<file path="src/rtl/ifu_if.sv">
// Bus bundle for the instruction fetch unit: memory request/response channel,
// decode-side instruction handshake and execute-stage redirect.
interface ifu_if;
  logic        mem_req_valid;
  logic        mem_req_ready;
  logic [31:0] mem_req_addr;
  logic        mem_rsp_valid;
  logic [31:0] mem_rsp_data;
  logic        mem_rsp_err;
  logic        inst_valid;
  logic        inst_ready;
  logic [31:0] inst;
  logic [31:0] inst_pc;
  logic        inst_err;
  logic        redirect_valid;
  logic [31:0] redirect_pc;

  modport master (
    output mem_req_valid, mem_req_addr,
    input  mem_req_ready,
    input  mem_rsp_valid, mem_rsp_data, mem_rsp_err,
    output inst_valid, inst, inst_pc, inst_err,
    input  inst_ready,
    input  redirect_valid, redirect_pc
  );

  modport slave (
    input  mem_req_valid, mem_req_addr,
    output mem_req_ready,
    output mem_rsp_valid, mem_rsp_data, mem_rsp_err,
    input  inst_valid, inst, inst_pc, inst_err,
    output inst_ready,
    output redirect_valid, redirect_pc
  );
endinterface

</file>
<file path="src/rtl/ifu.sv">
// Instruction fetch unit: single-outstanding memory fetcher feeding a small
// circular instruction buffer, with redirect flush and stale-response drain.
module ifu #(
  parameter logic [31:0] RESET_PC  = 32'h8000_0000,
  parameter int unsigned BUF_DEPTH = 2
) (
  input  logic  clk,
  input  logic  rst,
  ifu_if.master bus
);

  localparam int unsigned PW = $clog2(BUF_DEPTH);
  localparam int unsigned CW = $clog2(BUF_DEPTH + 1);

  typedef enum logic [1:0] {
    REQ,
    WAIT,
    DRAIN
  } state_t;

  state_t        state, state_nxt;
  logic [31:0]   fetch_pc;
  logic [31:0]   req_pc;
  logic [PW-1:0] head, tail;
  logic [CW-1:0] occ;

  logic [31:0]   buf_data [BUF_DEPTH];
  logic [31:0]   buf_pc   [BUF_DEPTH];
  logic          buf_err  [BUF_DEPTH];

  logic          req_ok;
  logic          req_hs;
  logic          enq;
  logic          head_ok;
  logic          pop;
  logic          has_head;
  logic          unused_lo;

  assign unused_lo = ^bus.redirect_pc[1:0];

  always_comb begin
    state_nxt = state;
    req_ok    = 1'b0;
    enq       = 1'b0;
    unique case (state)
      REQ: begin
        req_ok = (occ < CW'(BUF_DEPTH)) && !bus.redirect_valid;
        if (req_ok && bus.mem_req_ready) state_nxt = WAIT;
      end
      WAIT: begin
        // A redirect coinciding with the response consumes it; otherwise the
        // in-flight response must still be swallowed in DRAIN.
        if (bus.redirect_valid) begin
          state_nxt = bus.mem_rsp_valid ? REQ : DRAIN;
        end else if (bus.mem_rsp_valid) begin
          enq       = 1'b1;
          state_nxt = REQ;
        end
      end
      DRAIN: begin
        if (bus.mem_rsp_valid) state_nxt = REQ;
      end
      default: state_nxt = REQ;
    endcase
  end

  assign req_hs   = req_ok && bus.mem_req_ready;
  assign head_ok  = (occ != '0) && !bus.redirect_valid;
  assign pop      = head_ok && bus.inst_ready;
  assign has_head = rst && (occ != '0);

  assign bus.mem_req_valid = rst && req_ok;
  assign bus.mem_req_addr  = {fetch_pc[31:2], 2'b00};
  assign bus.inst_valid    = rst && head_ok;
  assign bus.inst          = has_head ? buf_data[head] : '0;
  assign bus.inst_pc       = has_head ? buf_pc[head]   : '0;
  assign bus.inst_err      = has_head ? buf_err[head]  : 1'b0;

  always_ff @(posedge clk or negedge rst) begin
    if (!rst) begin
      state <= REQ;
    end else begin
      state <= state_nxt;
    end
  end

  always_ff @(posedge clk or negedge rst) begin
    if (!rst) begin
      fetch_pc <= {RESET_PC[31:2], 2'b00};
      req_pc   <= '0;
      head     <= '0;
      tail     <= '0;
      occ      <= '0;
    end else if (bus.redirect_valid) begin
      fetch_pc <= {bus.redirect_pc[31:2], 2'b00};
      head     <= '0;
      tail     <= '0;
      occ      <= '0;
    end else begin
      if (req_hs) begin
        req_pc   <= fetch_pc;
        fetch_pc <= fetch_pc + 32'd4;
      end
      // Pointer width equals log2(BUF_DEPTH), so natural overflow is the wrap.
      if (enq) tail <= tail + PW'(1);
      if (pop) head <= head + PW'(1);
      unique case ({enq, pop})
        2'b10:   occ <= occ + CW'(1);
        2'b01:   occ <= occ - CW'(1);
        default: occ <= occ;
      endcase
    end
  end

  always_ff @(posedge clk) begin
    if (enq) begin
      buf_data[tail] <= bus.mem_rsp_data;
      buf_pc[tail]   <= req_pc;
      buf_err[tail]  <= bus.mem_rsp_err;
    end
  end

endmodule
</file>
<file path="src/flat_wrapper.sv">
// flat-port wrapper written by rule: the top's interface ports become plain ports
module ifu_flat 
#(
  parameter logic [31:0] RESET_PC  = 32'h8000_0000,
  parameter int unsigned BUF_DEPTH = 2
)
  (clk, rst, bus_mem_req_valid, bus_mem_req_addr, bus_mem_req_ready, bus_mem_rsp_valid, bus_mem_rsp_data, bus_mem_rsp_err, bus_inst_valid, bus_inst, bus_inst_pc, bus_inst_err, bus_inst_ready, bus_redirect_valid, bus_redirect_pc);
  ifu_if bus_i ();
  input  logic clk;
  input  logic rst;
  output wire logic [$bits(bus_i.mem_req_valid)-1:0] bus_mem_req_valid;
  output wire logic [$bits(bus_i.mem_req_addr)-1:0] bus_mem_req_addr;
  input wire logic [$bits(bus_i.mem_req_ready)-1:0] bus_mem_req_ready;
  input wire logic [$bits(bus_i.mem_rsp_valid)-1:0] bus_mem_rsp_valid;
  input wire logic [$bits(bus_i.mem_rsp_data)-1:0] bus_mem_rsp_data;
  input wire logic [$bits(bus_i.mem_rsp_err)-1:0] bus_mem_rsp_err;
  output wire logic [$bits(bus_i.inst_valid)-1:0] bus_inst_valid;
  output wire logic [$bits(bus_i.inst)-1:0] bus_inst;
  output wire logic [$bits(bus_i.inst_pc)-1:0] bus_inst_pc;
  output wire logic [$bits(bus_i.inst_err)-1:0] bus_inst_err;
  input wire logic [$bits(bus_i.inst_ready)-1:0] bus_inst_ready;
  input wire logic [$bits(bus_i.redirect_valid)-1:0] bus_redirect_valid;
  input wire logic [$bits(bus_i.redirect_pc)-1:0] bus_redirect_pc;
  assign bus_mem_req_valid = bus_i.mem_req_valid;
  assign bus_mem_req_addr = bus_i.mem_req_addr;
  assign bus_i.mem_req_ready = bus_mem_req_ready;
  assign bus_i.mem_rsp_valid = bus_mem_rsp_valid;
  assign bus_i.mem_rsp_data = bus_mem_rsp_data;
  assign bus_i.mem_rsp_err = bus_mem_rsp_err;
  assign bus_inst_valid = bus_i.inst_valid;
  assign bus_inst = bus_i.inst;
  assign bus_inst_pc = bus_i.inst_pc;
  assign bus_inst_err = bus_i.inst_err;
  assign bus_i.inst_ready = bus_inst_ready;
  assign bus_i.redirect_valid = bus_redirect_valid;
  assign bus_i.redirect_pc = bus_redirect_pc;
  ifu #(.RESET_PC(RESET_PC), .BUF_DEPTH(BUF_DEPTH)) u_core (.clk(clk), .rst(rst), .bus(bus_i));
endmodule
</file>
<file path="config.mk">
export PLATFORM = sky130hd
export DESIGN_NAME = ifu_flat
export DESIGN_NICKNAME = d
export VERILOG_FILES = /design/src/rtl/ifu_if.sv /design/src/rtl/ifu.sv /design/src/flat_wrapper.sv
export SDC_FILE = /design/constraint.sdc
export NUM_CORES = 1
export LEC_CHECK = 0
export CAP_MARGIN = 0
export CORE_ASPECT_RATIO = 0.5
export CORE_MARGIN = 2
export CORE_UTILIZATION = 50
export DETAILED_ROUTE_END_ITERATION = 16
export MAX_ROUTING_LAYER = met4
export PLACE_DENSITY = 0.79
export SLEW_MARGIN = 15
export SYNTH_ARGS = -nofsm -noshare
export SYNTH_HDL_FRONTEND = slang
export SYNTH_SLANG_ARGS = --single-unit
</file>
<file path="constraint.sdc">
create_clock -name clk -period 7.5 [get_ports clk]
set_input_delay 1.5 -clock clk [delete_from_list [all_inputs] [get_ports clk]]
set_output_delay 1.5 -clock clk [all_outputs]
set_load 0.05 [all_outputs]
</file>
==> metrics.txt, run 1 <==
status=finished clean; Detail Placement HPWL=11400 um; Final Non-Filler Cells=1021; worst skew pair latency=420 ps; Root Driver=clkbuf_16; Final period util=0.659; WS Path Type=input port to output pin; routability cong.=0.809; Layout area overhead=29.9%; Via Count=5571; Cell variety after synth=49; Crit. End Element=output pin; cts repair resizes=0; arrival time at the worst endpoint=3440 ps; pre-CTS worst setup slack=2520 ps; total grt overflow=0; Post-synth top flop=edfxtp_1; top cells by area, synth=edfxtp_1 (47%), dfrtp_1 (20%), mux2i_1 (8.0%); XOR/XNOR share of the synthesized area=0.00437; Routed WL=18200 um; Num CTS Buffers=17; HP Class=register to register; WL per Instance=17.8 um; GRT Util Overall=0.226; power consumption=2.51 mW; post-synthesis compound-gate area fraction=0.0598; antenna viol nets, final=0; main combinational cell family by area after synthesis=simple AND/OR/NAND/NOR gates; H-tree level count=4; final hold viol count=0; clk sinks=192; Fillers=1149; Die Width=183 um; clk buf depth=2; synthesized flop and latch total=192; Post-CTS Setup Bufs=0; fmax=202 MHz; adder-cell share of the synthesized area=0.00156; layout cell share with drive strength beyond 1=0.0673; final worst slack=2560 ps; Die ar.=17100 um2; largest area contributor in the netlist=edfxtp_1; Worst Skew=9.56 ps; peak supply drop=0.167 mV; required time worst endpoint=6000 ps; die height=93.5 um; clock slew at reported path FFs=70 ps; Syn Area/Cell=12.3 um2; relative slew slack=0.417; vias in the first global route=5522; Mapped Area=8020 um2; RSZ-0062 raised after global routing=false; Syn Inst Count=650; worst-path fanout max=67; Final #Nets=876; mux share of post-synthesis cell area=0.0813; PwrDens=241 nW/um2; Port Buffers=163; Residual DRC=0; 1st-pass router iterations=5; Final Critical Period=4940 ps; R2R Path Start=u_core.state[0]; Cells after DPL=988; first-pass GRT wire length=28900 um; Post-Synth Simple-Gate Area=0.148; hold slack=468 ps; Final setup viols=0; core area=15500 um2; Worst Setup SP=rst; sequential area share after synthesis=0.678; Lkg Pwr=3.80 nW; CTS Hold Bufs=0; Antenna Diode Count=0; worst hold start=u_core.req_pc[6]; asr flop ratio synth=0.344; CP Launch Type=input port; via/cell ratio=5.46; Post-synth EDFFs=126; # IOs=170; Max Cap Viol=0; FP Rows=32; Initial Util=0.516; Warnings, synthesis=0; largest net degree at the start of global routing=68; initial antenna violation count=0; TritonCTS clock tree=built; Setup TNS=0 ps; Iter 0 DRT Violations=431; Slew Limit Fails=0; Synth top area share=0.472; Slew @ Worst Pin=875 ps
-- path summary, 6_finish.rpt --
| check | to | slack (ps) | cells past startpoint |
|---|---|---|---|
| worst max-delay path | bus_mem_req_valid | 2560 | 4 |
| worst min-delay path | u_core.buf_pc[1][6] | 470 | 0 |
| worst max register to register | u_core.buf_data[0][17] | 5110 | 5 |
| worst min register to register | u_core.buf_pc[1][6] | 470 | 0 |
| max in group asynchronous | u_core.head | 5420 | 2 |
| min in group asynchronous | u_core.req_pc[28] | 1410 | 2 |
-- cells in the mapped netlist, types with 2 or more instances --
cell / instances
and4_1: 2
clkbuf_1: 21
o21ai_0: 23
nand3_1: 12
a211o_1: 2
edfxtp_1: 126
nand2_1: 128
xor2_1: 4
a32oi_1: 6
nor2b_1: 2
buf_4: 4
dfrtp_1: 65
nor4_1: 6
o311ai_0: 8
o211ai_1: 9
nor4_4: 3
and3_1: 5
inv_1: 8
nor3_1: 5
buf_2: 9
nand4_1: 9
mux2i_1: 64
and2_1: 3
nor2_1: 84
a31oi_1: 4
buf_1: 3
a21oi_1: 13
-- state kept, by name, summed over array words and instances, names as in the netlist --
name             count
u_core.buf_data     64
u_core.buf_pc       60
u_core.fetch_pc     30
u_core.req_pc       30
u_core.buf_err       2
u_core.occ           2
u_core.state         2
u_core.head          1
u_core.tail          1
-- worst max-delay path: stages --
cell             delay (ps)
buf_2                   160
buf_4                   720
and2_1                  240
clkdlybuf4s50_1         800
-- per-layer routing --
| metal | share of wire | GRT usage |
|---|---|---|
| met5 | 0 | - |
| met4 | 0.012 | 0.0613 |
| met3 | 0.050 | 0.0393 |
| met2 | 0.49 | 0.376 |
| met1 | 0.44 | 0.293 |
-- placed cells by master (no fill, tap or decap), drive strengths merged, types with 9 or more instances in the layout --
cell | synthesis | routed
clkbuf | 22 | 18
buf | 17 | 10
nand2 | 129 | 129
edfxtp | 126 | 126
o21ai | 24 | 24
nor4 | 10 | 10
nor2 | 84 | 84
dfrtp | 65 | 65
o211ai | 9 | 9
mux2i | 64 | 64
inv | 8 | 15
nand4 | 10 | 10
nand3 | 12 | 12
clkdlybuf4s50 | 0 | 161
a21oi | 13 | 13
-- stage by stage --
step / utilization / cell area, um2
6_report: 0.670 / 10400
5_1_grt: 0.670 / 10400
4_1_cts: 0.669 / 10400
3_5_place_dp: 0.631 / 9800
3_3_place_gp: 0.631 / 9800
2_1_floorplan: - / 8030
-- where the power goes --
part / switching (mW) / total [mW] / internal [mW] / leakage, nW
clock network: 0.420 / 0.901 / 0.481 / 0.290
logic: 0.203 / 0.323 / 0.120 / 1.54
registers: 0.0696 / 1.29 / 1.22 / 1.97
total: 0.692 / 2.51 / 1.82 / 3.80
-- kinds of logic after synthesis --
family                   after synthesis
XOR/XNOR                               4
multiplexers                          65
AO/OA/AOI/OAI                         73
other                                  1
adder cells (fa/ha/maj)                1
buffers and inverters                 47
AND/OR/NAND/NOR                      267
flip-flops                           192
-- layout make-up --
class | instances | area, um2 | area share
Sequential cell | 192 | 5440 | 0.522
Multi-Input combinational cell | 414 | 2410 | 0.231
Timing Repair Buffer | 171 | 1690 | 0.163
Clock buffer | 18 | 439 | 0.0422
Tap cell | 204 | 255 | 0.0245
Clock inverter | 14 | 148 | 0.0142
Inverter | 8 | 30.0 | 0.00288
(Power assumes the default switching activity.)
==> inputs of run 2 (changes only) <==
==> constraint.sdc (replaced) <==
create_clock -name clk -period 4.8 [get_ports clk]
set_input_delay 0.96 -clock clk [delete_from_list [all_inputs] [get_ports clk]]
set_output_delay 0.96 -clock clk [all_outputs]
set_load 0.05 [all_outputs]
==> run 2 against run 1 <==
Power up 54%; via count up 0.36%; cell area up 0.25%; flip-flop and latch count unchanged; core utilization up 0.17 points; non-clock buffer count up 3; critical path depth unchanged; clock power up 50%.
==> metrics.txt, run 2 (same netlist as run 1, synthesis figures left out) <==
hold slack=477 ps; R2R Path Start=u_core.occ[1]; WS Path Type=input port to output pin; Post-CTS Setup Bufs=0; Residual DRC=0; RSZ-0062 raised after global routing=false; Setup TNS=0 ps; WL per Instance=17.9 um; die height=93.5 um; Crit-path slowest cell=clkdlybuf4s50_1; biggest regs=u_core.buf_data: 64 flops, u_core.buf_pc: 60 flops; Die ar.=17100 um2; Critical Path End=bus_mem_req_valid; relative slew slack=0.418; critical-path cell list=buf_2 > buf_4 > and2_1 > clkdlybuf4s50_1; Die Width=183 um; first-pass GRT wire length=29000 um; Routed WL=18300 um; slowest stage delay, CP=800 ps; cells on worst reg2reg path=5; Lkg Pwr=3.81 nW; Final setup viols=0; pre-CTS worst setup slack=937 ps; FP Rows=32; clk sinks=192; cts repair resizes=0; Clk network pwr share=0.349; Layout area overhead=30.2%; Root Driver=clkbuf_16; layout cell share with drive strength beyond 1=0.0707; vias in the first global route=5614; Crit. End Element=output pin; CP Launch Type=input port; TritonCTS clock tree=built; total grt overflow=0; PwrDens=371 nW/um2; largest register by flop count=u_core.buf_data; H-tree level count=4; Cell Int Power=2.79 mW; Gate power share=0.131; Final period util=0.799; CP Depth=4; Num CTS Buffers=17; peak supply drop=0.237 mV; Sw Ratio=0.279; hold path cells=0; Fillers=1113; clock slew at reported path FFs=70 ps; routability cong.=0.795; Slew @ Worst Pin=873 ps; sequential share of power=0.521; worst skew pair latency=420 ps; fmax=261 MHz; Final Critical Period=3840 ps; Initial Util=0.516; largest net degree at the start of global routing=68; antenna viol nets, final=0; # IOs=170; Bufs and invs on worst path=3; reg2reg end=u_core.fetch_pc[24]; Port Buffers=163; via/cell ratio=5.45; Via Count=5591; final hold viol count=0; status=finished clean; max reg flops=64; core area=15500 um2; Slew Limit Fails=0; Iter 0 DRT Violations=374; Max Cap Viol=0; clk buf depth=2; worst-path fanout max=67; GRT Util Overall=0.228; Final #Nets=879; 1st-pass router iterations=4; R2R Setup Slk=2010 ps; arrival time at the worst endpoint=2880 ps; Worst Setup SP=rst; HP Class=register to register; required time worst endpoint=3840 ps; initial antenna violation count=1; final core utilization=0.672; Detail Placement HPWL=12100 um; Worst Skew=10.9 ps; NetSw=1.08 mW; commonest non-fill, non-tap cell in the layout=clkdlybuf4s50_1; final worst slack=965 ps; Crit path max-delay family=buffers and inverters; most frequent cells in the layout=clkdlybuf4s50_1 (159), nand2_1 (128), edfxtp_1 (126); CTS Hold Bufs=0
run 2: changes by cell type in the layout (fill, tap and decap cells not counted), moves of 2 or more:
cell | previous run | this run
buf_4 | 7 | 10
inv_6 | 2 | 4
inv_8 | 5 | 2
clkdlybuf4s50_1 | 161 | 159
run 2: power by group through the flow:
stage	logic, mW	registers (mW)	clock network (mW)
after floorplan	0.223	2.11	0
after global placement	0.492	2.04	0
after detailed placement	0.505	2.05	0
after CTS	0.507	2.01	1.36
after global routing	0.546	2.03	1.42
final	0.506	2.02	1.35
run 2: final cells by class:
cell class	count	area, um2	share of cell area
antenna	1	2.50	0.000240
timing repair buffer	174	1740	0.167
inverter	8	30.0	0.00288
sequential	192	5440	0.521
tap	204	255	0.0244
multi-input combinational	414	2410	0.230
clock inverter	14	124	0.0119
clock buffer	18	439	0.0421
run 2: layer usage:
| layer | vias up | track usage | share of wire |
|---|---|---|---|
| li1 | 2653 | - | - |
| met1 | 2732 | 0.289 | 0.44 |
| met2 | 183 | 0.378 | 0.50 |
| met3 | 23 | 0.0354 | 0.050 |
| met4 | 0 | 0.0820 | 0.014 |
| met5 | - | - | 0 |
run 2: metrics by stage:
stage               power (mW)  cells  cell area [um2]
floorplan                 2.33    653             8030
global placement          2.53    991             9840
detailed placement        2.55    992             9870
CTS                       3.89   1024            10400
global route              4.00   1025            10400
finish                    3.87   1025            10400
run 2: worst min-delay path by stage:
stage                                 start              endpoint  slack [ps]
final                     u_core.req_pc[16]  u_core.buf_pc[0][16]         480
after global placement    u_core.req_pc[27]  u_core.buf_pc[1][27]         450
after detailed placement  u_core.req_pc[27]  u_core.buf_pc[1][27]         460
after CTS                 u_core.req_pc[16]  u_core.buf_pc[0][16]         480
after global routing      u_core.req_pc[16]  u_core.buf_pc[0][16]         490
after floorplan           u_core.req_pc[10]  u_core.buf_pc[0][10]         440
==> inputs of run 3 (changes only) <==
==> constraint.sdc (replaced) <==
create_clock -name clk -period 4 [get_ports clk]
set_input_delay 0.8 -clock clk [delete_from_list [all_inputs] [get_ports clk]]
set_output_delay 0.8 -clock clk [all_outputs]
set_load 0.05 [all_outputs]
==> run 3 against run 2 <==
Via count up 1.2%; global-route usage up 0.39 points; clock-buffer cell count up 2; register-to-register slack worse by 360 ps; worst setup slack worse by 290 ps; die area unchanged; flip-flop and latch count unchanged; clock skew down 1.9 ps; clock power up 17%; sequential power up 20%; worst hold slack worse by 280 ps; first-iteration DRC count down 3.2%; critical endpoint is now bus_inst[27]; largest cell class unchanged; largest power group unchanged.
==> metrics.txt, run 3 (same netlist as run 1, synthesis figures left out) <==
Final setup viols=0; fmax=300 MHz; PwrDens=431 nW/um2; clk sinks=192; worst-path fanout max=36; final hold viol count=0; initial antenna violation count=0; Num CTS Buffers=17; Crit. End Element=output pin; Root Driver=clkbuf_16; routability cong.=0.799; clock slew at reported path FFs=70 ps; Lkg Pwr=4.02 nW; Iter 0 DRT Violations=362; Slew Limit Fails=0; layout cell share with drive strength beyond 1=0.146; Antenna Diode Count=0; first-pass GRT wire length=29500 um; # IOs=170; largest net degree at the start of global routing=67; via/cell ratio=5.52; clk buf depth=2; worst skew pair latency=430 ps; vias in the first global route=5674; WL per Instance=17.9 um; Port Buffers=163; WS Path Type=register to output pin; Residual DRC=0; total grt overflow=0; Initial Util=0.516; Die ar.=17100 um2; GRT Util Overall=0.232; final core utilization=0.691; Final Critical Period=3330 ps; Die Width=183 um; Via Count=5660; pre-CTS worst setup slack=929 ps; core area=15500 um2; cts repair resizes=0; peak supply drop=0.273 mV; status=finished clean; max reg flops=64; Final period util=0.832; HP Class=input port to async pin; biggest regs=u_core.buf_data: 64 flops, u_core.buf_pc: 60 flops; Max Cap Viol=0; Setup TNS=0 ps; arrival time at the worst endpoint=2530 ps; FP Rows=32; die height=93.5 um; 1st-pass router iterations=5; Final #Nets=880; relative slew slack=0.343; antenna viol nets, final=0; commonest non-fill, non-tap cell in the layout=nand2_1; Detail Placement HPWL=12100 um; final worst slack=672 ps; required time worst endpoint=3200 ps; most frequent cells in the layout=nand2_1 (128), edfxtp_1 (126), clkdlybuf4s50_1 (97); Post-CTS Setup Bufs=0; CP Launch Type=register; RSZ-0062 raised after global routing=false; Routed WL=18300 um; TritonCTS clock tree=built; Layout area overhead=33.9%; Worst Skew=8.95 ps; CTS Hold Bufs=0; H-tree level count=4; Slew @ Worst Pin=982 ps; largest register by flop count=u_core.buf_data
==> run 3: cell count changes in the layout (fill, tap and decap cells not counted), sizes merged <==
| cell | delta |
|---|---|
| buf | +63 |
| clkdlybuf4s50 | -62 |
| clkinv | -5 |
| clkinvlp | +4 |
| clkbuf | +2 |
| diode | -1 |
| inv | -1 |
==> run 3: per-layer routing <==
layer  up-vias  wire (um)  global-route usage
li1       2650          -                   -
met1      2802       7880               0.297
met2       183       9260               0.380
met3        25        909              0.0444
met4         0        280              0.0720
met5         -          0                   -
==> run 3: critical path, cell delays in order, from the launching register on <==
cell,delay (ps)
dfrtp_1,490
o21ai_4,820
buf_4,460
nor2_1,150
buf_12,170
==> run 3: per-stage QoR <==
stage	instances	power (mW)	hold WS [ps]	cell area [um2]
after floorplan	653	2.79	442	8030
after global placement	993	3.05	450	10200
after detailed placement	993	3.08	456	10200
after CTS	1025	4.65	188	10700
after global routing	1025	4.80	195	10700
final	1025	4.63	197	10700
==> run 3: final timing paths <==
check | from | cells after the start | slack, ps | to
max in group asynchronous | rst | 2 | 2810 | u_core.req_pc[6]
worst min-delay path | rst | 1 | 200 | u_core.state[1]
worst max register to register | u_core.fetch_pc[2] | 6 | 1650 | u_core.fetch_pc[28]
min in group clk | u_core.req_pc[5] | 0 | 470 | u_core.buf_pc[1][5]
worst max-delay path | u_core.occ[1] | 4 | 670 | bus_inst[27]
worst min register to register | u_core.req_pc[5] | 0 | 470 | u_core.buf_pc[1][5]
==> run 3: layout make-up <==
cell class,count,area (um2)
Sequential cell,192,5440
Multi-Input combinational cell,414,2400
Inverter,8,30.0
Clock buffer,20,447
Clock inverter,12,103
Tap cell,204,255
Timing Repair Buffer,175,2050
Fill cell,1106,4800
==> run 3: power breakdown <==
part	switching [mW]	total, mW	leakage, nW	internal (mW)
clock network	0.756	1.58	0.251	0.827
logic	0.385	0.624	1.80	0.239
registers	0.134	2.42	1.97	2.29
total	1.28	4.63	4.02	3.35
